===== src/rtl/rf_wb_arbiter.sv =====
// Purpose : shares the register-file write port between an ALU path (A) and a
//           long-latency unit (B), and tracks registers reserved by B issues.
// Latency : 1 cycle from grant (o_a_ready/o_b_ready) to o_rd_* on the port.
// Backpr. : A is held off while its rd is reserved; A/B conflicts are resolved
//           round-robin; issue is refused while its rd is already reserved.
//
// Ports
//   i_clk, i_rst                    clock, async active-high reset
//   i_a_valid/o_a_ready/i_a_rd/i_a_data   requester A write
//   i_b_valid/o_b_ready/i_b_rd/i_b_data   requester B write (releases rd)
//   i_issue_valid/o_issue_ready/i_issue_rd  B-unit reservation of rd
//   i_dec_rs1/i_dec_rs2/i_dec_rd, o_hazard  decode-stage stall query
//   o_rd_wren/o_rd_addr/o_rd_data           registered regfile write port
//   o_busy                                  reservation bitmap, bit0 always 0
module rf_wb_arbiter #(
    parameter int XLEN = 32,
    parameter int AW   = 5
) (
    input  logic                  i_clk,
    input  logic                  i_rst,
    input  logic                  i_a_valid,
    output logic                  o_a_ready,
    input  logic [AW-1:0]         i_a_rd,
    input  logic [XLEN-1:0]       i_a_data,
    input  logic                  i_b_valid,
    output logic                  o_b_ready,
    input  logic [AW-1:0]         i_b_rd,
    input  logic [XLEN-1:0]       i_b_data,
    input  logic                  i_issue_valid,
    output logic                  o_issue_ready,
    input  logic [AW-1:0]         i_issue_rd,
    input  logic [AW-1:0]         i_dec_rs1,
    input  logic [AW-1:0]         i_dec_rs2,
    input  logic [AW-1:0]         i_dec_rd,
    output logic                  o_hazard,
    output logic                  o_rd_wren,
    output logic [AW-1:0]         o_rd_addr,
    output logic [XLEN-1:0]       o_rd_data,
    output logic [(2**AW)-1:0]    o_busy
);

    localparam int NREG = 2 ** AW;

    // Last requester granted: 0 = A, 1 = B.
    localparam logic LG_A = 1'b0;
    localparam logic LG_B = 1'b1;

    logic [NREG-1:0] r_busy;
    logic            r_last_grant;
    logic            r_wren;
    logic [AW-1:0]   r_addr;
    logic [XLEN-1:0] r_data;

    logic            w_elig_a;
    logic            w_elig_b;
    logic            w_grant_a;
    logic            w_grant_b;
    logic            w_issue_fire;
    logic [NREG-1:0] w_busy_nxt;
    logic            w_haz_rs1;
    logic            w_haz_rs2;
    logic            w_haz_rd;

    // A must not overwrite a register that B still owes a result to,
    // otherwise B's later writeback would clobber A's newer value.
    assign w_elig_a = i_a_valid & ~r_busy[i_a_rd];
    assign w_elig_b = i_b_valid;

    // On conflict, favour whoever did not win last time.
    assign w_grant_a = w_elig_a & (~w_elig_b | (r_last_grant == LG_B));
    assign w_grant_b = w_elig_b & (~w_elig_a | (r_last_grant == LG_A));

    assign o_a_ready = w_grant_a;
    assign o_b_ready = w_grant_b;

    assign o_issue_ready = ~r_busy[i_issue_rd];
    assign w_issue_fire  = i_issue_valid & o_issue_ready;

    // Release first, then reserve, so a same-cycle reserve of the register
    // being released leaves it reserved. x0 never holds state.
    always_comb begin
        w_busy_nxt = r_busy;
        if (w_grant_b) begin
            w_busy_nxt[i_b_rd] = 1'b0;
        end
        if (w_issue_fire && (i_issue_rd != '0)) begin
            w_busy_nxt[i_issue_rd] = 1'b1;
        end
        w_busy_nxt[0] = 1'b0;
    end

    // A register is unsafe to read or write if reserved, or if its write is
    // sitting on the port this cycle and not yet in the regfile.
    assign w_haz_rs1 = (i_dec_rs1 != '0) &
                       (r_busy[i_dec_rs1] | (r_wren & (r_addr == i_dec_rs1)));
    assign w_haz_rs2 = (i_dec_rs2 != '0) &
                       (r_busy[i_dec_rs2] | (r_wren & (r_addr == i_dec_rs2)));
    assign w_haz_rd  = (i_dec_rd  != '0) &
                       (r_busy[i_dec_rd]  | (r_wren & (r_addr == i_dec_rd)));
    assign o_hazard  = w_haz_rs1 | w_haz_rs2 | w_haz_rd;

    always_ff @(posedge i_clk or posedge i_rst) begin
        if (i_rst) begin
            r_busy       <= '0;
            r_last_grant <= LG_B;
            r_wren       <= 1'b0;
            r_addr       <= '0;
            r_data       <= '0;
        end else begin
            r_busy <= w_busy_nxt;
            if (w_grant_a) begin
                r_last_grant <= LG_A;
                r_wren       <= (i_a_rd != '0);
                r_addr       <= i_a_rd;
                r_data       <= i_a_data;
            end else if (w_grant_b) begin
                r_last_grant <= LG_B;
                r_wren       <= (i_b_rd != '0);
                r_addr       <= i_b_rd;
                r_data       <= i_b_data;
            end else begin
                r_wren <= 1'b0;
            end
        end
    end

    assign o_rd_wren = r_wren;
    assign o_rd_addr = r_addr;
    assign o_rd_data = r_data;
    assign o_busy    = r_busy;

endmodule


===== config.mk =====
export PLATFORM = sky130hd
export DESIGN_NAME = rf_wb_arbiter
export DESIGN_NICKNAME = d
export VERILOG_FILES = /design/src/rtl/rf_wb_arbiter.sv
export SDC_FILE = /design/constraint.sdc
export NUM_CORES = 1
export LEC_CHECK = 0
export BUFFER_PORTS_ARGS = -buffer_cell sky130_fd_sc_hd__buf_2
export CAP_MARGIN = 15
export CORE_MARGIN = 3
export CORE_UTILIZATION = 53
export DETAILED_ROUTE_END_ITERATION = 16
export MAX_ROUTING_LAYER = met4
export PLACE_DENSITY_LB_ADDON = 0.15
export REMOVE_ABC_BUFFERS = 1
export SLEW_MARGIN = 20
export SYNTH_ARGS = -nofsm -noshare
export SYNTH_HDL_FRONTEND = slang
export SYNTH_SLANG_ARGS = --single-unit

===== constraint.sdc =====
create_clock -name i_clk -period 4.8 [get_ports i_clk]
set_input_delay 1.2 -clock i_clk [delete_from_list [all_inputs] [get_ports i_clk]]
set_output_delay 1.2 -clock i_clk [all_outputs]
set_load 0.01 [all_outputs]

=== After elaboration in Yosys (flattened, before gate mapping) ===
Index checks and enable logic that the tools add are counted.
Widths: inputs -> output; s select.

* Flip-flop bits (word level): 70
* Bits of input ports: 99

* $lt $le $gt $ge: 8
* Equal/unequal tests: 3
* Mux-type cells: 24
* Bitwise gates (word level): 25
* Reduce and logical (&&, ||, !) cells: 10

{| class="wikitable"
|+ Operators with widths
! cell !! number
|-
| $mux 32 || 4
|-
| $lt 5x6->1 const B || 6
|-
| $and 32x32->32 || 1
|-
| $not 32->32 || 1
|-
| $or 32x32->32 || 1
|-
| $reduce_bool 5->1 || 6
|-
| $bmux 1 s5 || 5
|-
| $eq 5x5->1 || 3
|-
| $mux 1 || 11
|-
| $and 1x1->1 || 10
|-
| $demux 1 s5 || 2
|-
| $ge 5x1->1 const B || 2
|-
| $mux 5 || 2
|-
| $or 1x1->1 || 7
|-
| $not 1->1 || 5
|-
| $logic_and 1x1->1 || 3
|-
| $reduce_bool 2->1 || 1
|}

=== Logic depth before layout (Yosys ltp) ===
Gate-level depths: netlist of run 1.

* Depth after elaboration: 10
* Gate-level depth with buffers: 8

=== Worst setup path after synthesis of run 1 ===
Ideal clock, no wire load.

* Kind: input port to output port
* Start: input i_dec_rs2[0]
* End: output o_hazard
* Arrival: 3.130 ns
* Data required time: 3.600 ns
* Slack: 0.470 ns
* Stages: 6
* Path buffers: 1
* Cell sequence: clkbuf_1 -> mux4_2 -> mux4_2 -> a311o_1 -> o221ai_1 -> nand4_1

* Cells in the longest elaborated chain, start to end: 6

{| class="wikitable"
|+ RTL lines
! element !! RTL line !! RTL
|-
| start, declared || 33 || <nowiki>input logic [AW-1:0] i_dec_rs2,</nowiki>
|-
| $bmux 1 s5 or $eq 5x5->1 (tied branches) || 97 || <nowiki>(r_busy[i_dec_rs2] | (r_wren & (r_addr == i_dec_rs2)));</nowiki>
|-
| $mux 1 (implied by the code) or $and 1x1->1 (tied branches) || 97 ||
|-
| $or 1x1->1 || 97 ||
|-
| $and 1x1->1 (*) || 96 || <nowiki>assign w_haz_rs2 = (i_dec_rs2 != '0) &</nowiki>
|-
| $or 1x1->1 (*) (2 in series) || 100 || <nowiki>assign o_hazard = w_haz_rs1 | w_haz_rs2 | w_haz_rd;</nowiki>
|-
| end, declared || 35 || <nowiki>output logic o_hazard,</nowiki>
|}

Every way passes the cells marked *; elsewhere a longest branch is shown, timed or not. The select of a mux whose other input is x is not followed.

=== Final worst setup path of run 1 ===
* Start: input i_dec_rs1[0]
* End: output o_hazard

* Cells in the longest elaborated chain, start to end: 6

{| class="wikitable"
|+ RTL lines
! element !! RTL line !! RTL
|-
| start, declared || 32 || <nowiki>input logic [AW-1:0] i_dec_rs1,</nowiki>
|-
| $bmux 1 s5 or $eq 5x5->1 (tied branches) || 95 || <nowiki>(r_busy[i_dec_rs1] | (r_wren & (r_addr == i_dec_rs1)));</nowiki>
|-
| $mux 1 (implied by the code) or $and 1x1->1 (tied branches) || 95 ||
|-
| $or 1x1->1 || 95 ||
|-
| $and 1x1->1 (*) || 94 || <nowiki>assign w_haz_rs1 = (i_dec_rs1 != '0) &</nowiki>
|-
| $or 1x1->1 (*) (2 in series) || 100 ||
|}

Marks and branches as above.

==> results of run 1 <==
## sequential cells by signal, summed over array words and instances, names as in the netlist
| register | cells |
|---|---|
| o_rd_data | 32 |
| o_busy | 31 |
| o_rd_addr | 5 |
| o_rd_wren | 1 |
| r_last_grant | 1 |
## Yosys cell counts (3+ instances only)
cell,instances
and2_1,4
nor3_1,3
nor4b_1,34
nor2_1,78
xnor2_1,3
and3_1,6
buf_6,7
a31oi_1,33
clkbuf_1,30
nor4_1,4
dfrtp_1,69
nor2b_1,8
nand3_1,25
nand2_1,28
mux4_2,36
buf_2,8
a211oi_1,34
a221oi_1,36
mux2i_1,18
or4_1,3
o221ai_1,15
buf_4,9
inv_1,26
xor2_1,12
buf_1,7
nand4_1,3
## worst register-to-register path: cells and delay by family, from the launching register on
family	cells	cell delay (ns)
and+or+nand+nor	1	0.30
buffers and inverters	2	0.79
DFF	1	0.61
AOI/OAI and AO/OA	2	0.40
muxes	2	0.64
## final cells by class
cell class	instances	area [sq um]	share of cell area [%]
Inverter	26	97.59	1.481
Clock buffer	9	123.9	1.880
Timing Repair Buffer	181	930.9	14.13
Tap cell	136	170.2	2.583
Sequential cell	70	1753	26.60
Multi-Input combinational cell	422	3463	52.56
Clock inverter	7	50.05	0.7596
## worst max-delay path by stage
| stage | endpoint |
|---|---|
| after floorplan | o_a_ready |
| after global placement | o_hazard |
| after detailed placement | o_hazard |
| after CTS | o_hazard |
| after global routing | o_hazard |
| final | o_hazard |
## cell families (layout without fill, tap and decap cells)
group	after synthesis	after routing	share of synthesized area, %
simple gates	212	212	20.94
xor+xnor	15	15	2.330
mux	58	58	18.90
compound gates	136	136	19.17
flops	70	70	31.09
buf+inv	87	223	7.500
other cells	1	1	0.06650
## per-stage QoR
step	instance area [sq um]	cells	setup slack (ns)	hold slack (ns)
after floorplan	5314	518	0.001535	0.4887
after global placement	6415	835	0.4570	0.5023
after detailed placement	6415	835	0.4138	0.5057
after CTS	6589	851	0.4069	0.5215
after global routing	6589	851	0.2510	0.5887
final	6589	851	0.4104	0.5234
## power groups by stage
stage	registers, mW	logic [mW]	clock network (mW)
finish	0.840	0.683	0.438
global route	0.849	0.743	0.468
CTS	0.833	0.679	0.441
detailed placement	0.842	0.677	0
global placement	0.837	0.655	0
floorplan	0.820	0.364	0
## metal layers
| metal | track usage, % | part of all wire [%] |
|---|---|---|
| met1 | 45.05 | 40 |
| met2 | 51.45 | 47 |
| met3 | 6.750 | 9.6 |
| met4 | 12.98 | 3.2 |
| met5 | - | 0 |
==> flow_summary.yaml, run 1 <==
clocking:
  insertion_delay_ns: 0.36
  clkTransAtPathRegs_ns: 0.08
  cts_setup_buffers: 0
  cts_tree: "built"
  cts_resized: 0
  clock_tree.buffer_depth: 2
  cts-root-buf: "clkbuf_8"
  holdBufCountCts: 0
  cts_htree_levels: 3
  clkSinkCount: 70
  cts_buffers: 9
yosys:
  syn-instance-count: 579
  synthArstFlopShare_pct: 100.0
  yosysTopAreaCell: "dfrtp_1"
  netlist_area_sq_mm: 0.005639
  synth-seq-cells: 70
  ys_warn_count: 0
  synth_area_leaders: "dfrtp_1, mux4_2, a221oi_1, nor4b_1, nor2_1"
  synth_edf_count: 0
  synth.avg_cell_area_sq_um: 9.739
  synth_cell_types: 55
  synth_flop_cell: "dfrtp_1"
  synth-seq-area-share_pct: 31.08
  synth_top_cell_area_share_pct: 30.62
critical_path:
  worstRegToRegCells: 7
  crit_path_end_kind: "output pin"
  path_delay_family: "multiplexers"
  worstReg2RegStart: "o_busy[10]"
  cp-startpoint: "i_dec_rs1[0]"
  cpPeakStageDelay_ns: 0.53
  cp_cell_sequence: "buf_2 -> mux4_2 -> mux4_2 -> a311oi_1 -> a211o_1 -> nand4_1 -> buf_2"
  worstPathArrival_ns: 3.19
  cp_num_cells: 7
  path_max_fanout: 9
  rr_endpoint: "o_rd_data[23]"
  reg2reg_slack_ns: 1.92
  crit_required_ns: 3.60
  critPathKind: "input port to output pin"
  critical_path_buf_inv_count: 2
  crit_slowest_cell: "mux4_2"
  startpoint_type: "input port"
route:
  routedWlPerCell_um: 23.06
  drt_pass1_iterations: 6
  routed_via_density: 6.845
  wl_mm: 19.63
  drc: 0
  postRouteAntennaNets: 0
  vias: 5825
  drt_iter0_drc: 607
floorplanning:
  ios: 173
  die_x_um: 109.2
  core_sq_mm: 0.01032
  start_util_pct: 54.62
  die_y_um: 109.2
  num_rows: 37
  die_area_sq_mm: 0.01191
timing:
  setup_violations: 0
  tightest_slew_ns: 1.075
  hold_viol_final: 0
  tns_ns: 0
  layout_worst_path_cycle_share_pct: 91.45
  worst_clock_skew_ns: 0.02018
  rsz0062_at_grt: "no"
  finalMaxSlewViolations: 0
  timing.fmax_mhz: 227.8
  post-route-min-period_ns: 4.390
  relSlewSlack_pct: 28.26
final_layout:
  drive_gt1_share_pct: 35.24
  layout_commonest_cell: "buf_2"
  nets: 809
  post-route-util_pct: 63.82
  mostFrequentLayoutCells: "buf_2, nor2_1, dfrtp_1, mux4_2, a221oi_1"
  diodes: 0
  area_delta_synth_final_pct: 16.84
  num-fill-cells: 908
grt:
  antenna_found_initial: 0
  gr-usage-all-layers_pct: 33.89
  overflow: 0
  grt_pass1_vias: 5624
  grt_start_max_net_pins: 102
  grt_pass1_wl_mm: 30.05
min_path:
  worstHoldPathType: "flip-flop to flip-flop"
  hp-start: "r_last_grant"
  hold_end: "r_last_grant"
  min_path_cells: 2
pwr:
  finalPower_mw: 1.961
  power_frac_seq_pct: 42.8
  swShare_pct: 39.97
  peakVddDrop_mv: 0.2018
  powerDensity_mw_per_mm2: 297.6
  clock_power_share_pct: 22.3
  combinationalPowerShare_pct: 34.8
  power_switching_uw: 783.7
  p_leak_nw: 2.787
  p_int_mw: 1.177
placed_design:
  place_hpwl_mm: 13.41
  io_buffer_count: 171
  gp_congestion: 0.8817
run_status:
  status: "complete, no violations"
flow_run:
  max-cap-violations: 0
(Power assumes the default switching activity.)
==> inputs of run 2 (changes only) <==
--- a/config.mk
+++ b/config.mk
@@ -8,7 +8,7 @@
 export BUFFER_PORTS_ARGS = -buffer_cell sky130_fd_sc_hd__buf_2
 export CAP_MARGIN = 15
 export CORE_MARGIN = 3
-export CORE_UTILIZATION = 53
+export CORE_UTILIZATION = 48
 export DETAILED_ROUTE_END_ITERATION = 16
 export MAX_ROUTING_LAYER = met4
 export PLACE_DENSITY_LB_ADDON = 0.15
==> constraint.sdc (replaced) <==
create_clock -name i_clk -period 4.01 [get_ports i_clk]
set_input_delay 1.0025 -clock i_clk [delete_from_list [all_inputs] [get_ports i_clk]]
set_output_delay 1.0025 -clock i_clk [all_outputs]
set_load 0.01 [all_outputs]
==> run 2 against run 1 <==
  * Combinational power increased by 20%
  * Cell count increased by 0.94%
  * Clock skew decreased by 0.0081 ns
  * Largest cell class unchanged
  * Sequential power increased by 19%
  * Worst hold slack got worse by 0.00089 ns
  * Clock power increased by 87%
  * Routed wire length decreased by 0.15%
==> flow_summary.yaml, run 2 (synthesis results as in run 1) <==
floorplanning:
  core_sq_mm: 0.01117
  die_y_um: 114.4
  ios: 173
  die_area_sq_mm: 0.01309
  num_rows: 38
  die_x_um: 114.4
  start_util_pct: 50.47
grt:
  grt_pass1_vias: 5679
  antenna_found_initial: 0
  grt_start_max_net_pins: 101
  overflow: 0
  grt_pass1_wl_mm: 30.22
  gr-usage-all-layers_pct: 30.49
timing:
  timing.fmax_mhz: 256.4
  worst_clock_skew_ns: 0.01209
  setup_violations: 0
  finalMaxSlewViolations: 0
  setup_slack_ns: 0.1094
  relSlewSlack_pct: 26.70
  rsz0062_at_grt: "no"
  holdWs_ns: 0.5226
  tightest_slew_ns: 1.098
  layout_worst_path_cycle_share_pct: 97.27
  hold_viol_final: 0
  post-route-min-period_ns: 3.901
placed_design:
  place_hpwl_mm: 13.43
  io_buffer_count: 171
  dp.cells: 843
  gp_congestion: 0.9994
  pre_cts_ws_ns: 0.1149
final_layout:
  mostFrequentLayoutCells: "buf_2, nor2_1, dfrtp_1, mux4_2, a221oi_1"
  final_cells: 859
  area_delta_synth_final_pct: 19.81
  drive_gt1_share_pct: 35.61
  diodes: 0
  num-fill-cells: 979
  nets: 813
  largest_reg_flops: 32
  layout_commonest_cell: "buf_2"
  post-route-util_pct: 60.47
clocking:
  cts_setup_buffers: 0
  cts_buffers: 9
  insertion_delay_ns: 0.34
  clkTransAtPathRegs_ns: 0.05
  cts_tree: "built"
  clock_tree.buffer_depth: 2
  cts-root-buf: "clkbuf_16"
  cts_htree_levels: 3
  holdBufCountCts: 0
  cts_resized: 0
  clkSinkCount: 70
critical_path:
  crit_path_end_kind: "output pin"
  critPathKind: "input port to output pin"
  path_max_fanout: 5
  startpoint_type: "input port"
  worstPathArrival_ns: 2.90
  crit_required_ns: 3.01
pwr:
  peakVddDrop_mv: 0.2708
  p_leak_nw: 2.870
  powerDensity_mw_per_mm2: 391.3
route:
  vias: 5776
  drt_pass1_iterations: 6
  drt_iter0_drc: 599
  drc: 0
  routedWlPerCell_um: 22.81
  wl_mm: 19.60
  postRouteAntennaNets: 0
  routed_via_density: 6.724
run_status:
  status: "complete, no violations"
flow_run:
  max-cap-violations: 0
min_path:
  worstHoldPathType: "flip-flop to flip-flop"
## run 2: cell types whose count changed in the layout (fill, tap and decap cells not counted), sizes merged
cell,previous run,this run
buf,181,185
clkinv,3,1
bufinv,0,1
clkbuf,9,10
clkinvlp,3,2
inv,27,28
## run 2: worst paths after layout
path	cells after the start	to	slack, ns	start
max	7	o_hazard	0.11	i_dec_rs1[0]
min	2	r_last_grant	0.52	r_last_grant
max reg2reg	7	o_rd_data[9]	1.19	o_busy[3]
min reg2reg	2	r_last_grant	0.52	r_last_grant
max in group asynchronous	3	r_last_grant	2.61	i_rst
min in group asynchronous	2	o_rd_data[27]	0.63	i_rst
## run 2: critical path, cell delays in order
cell	delay, ns
buf_2	0.18
mux4_2	0.52
mux4_2	0.49
a311oi_1	0.28
a211o_1	0.15
nand4_1	0.11
buf_2	0.17
## run 2: power by group
group	switching (mW)	internal [mW]	leakage [nW]
Sequential	0.188	0.816	0.769
Combinational	0.446	0.373	1.96
Clock	0.319	0.501	0.145
Total	0.954	1.69	2.87
## run 2: metal layers
metal / GRT usage (%) / share of wire (%)
met4: 14.17 / 3.0
met5: - / 0
met1: 38.76 / 39
met3: 6.501 / 9.9
met2: 46.72 / 48
## run 2: area by class of cell
| class | count | area (sq um) | share of cell area (%) |
|---|---|---|---|
| inverter | 26 | 97.59 | 1.444 |
| clock buffer | 10 | 239.0 | 3.537 |
| clock inverter | 6 | 67.56 | 1.000 |
| tap | 140 | 175.2 | 2.593 |
| timing repair buffer | 185 | 960.9 | 14.22 |
| sequential | 70 | 1753 | 25.94 |
| multi-input combinational | 422 | 3463 | 51.26 |
## run 2: stage by stage
step	total power, mW	cell area, sq um	setup TNS [ns]
2_1_floorplan	1.417	5314	-3.784
3_3_place_gp	1.792	6450	0
3_5_place_dp	1.819	6450	0
4_1_cts	2.639	6756	0
5_1_grt	2.768	6756	0
6_report	2.644	6756	0
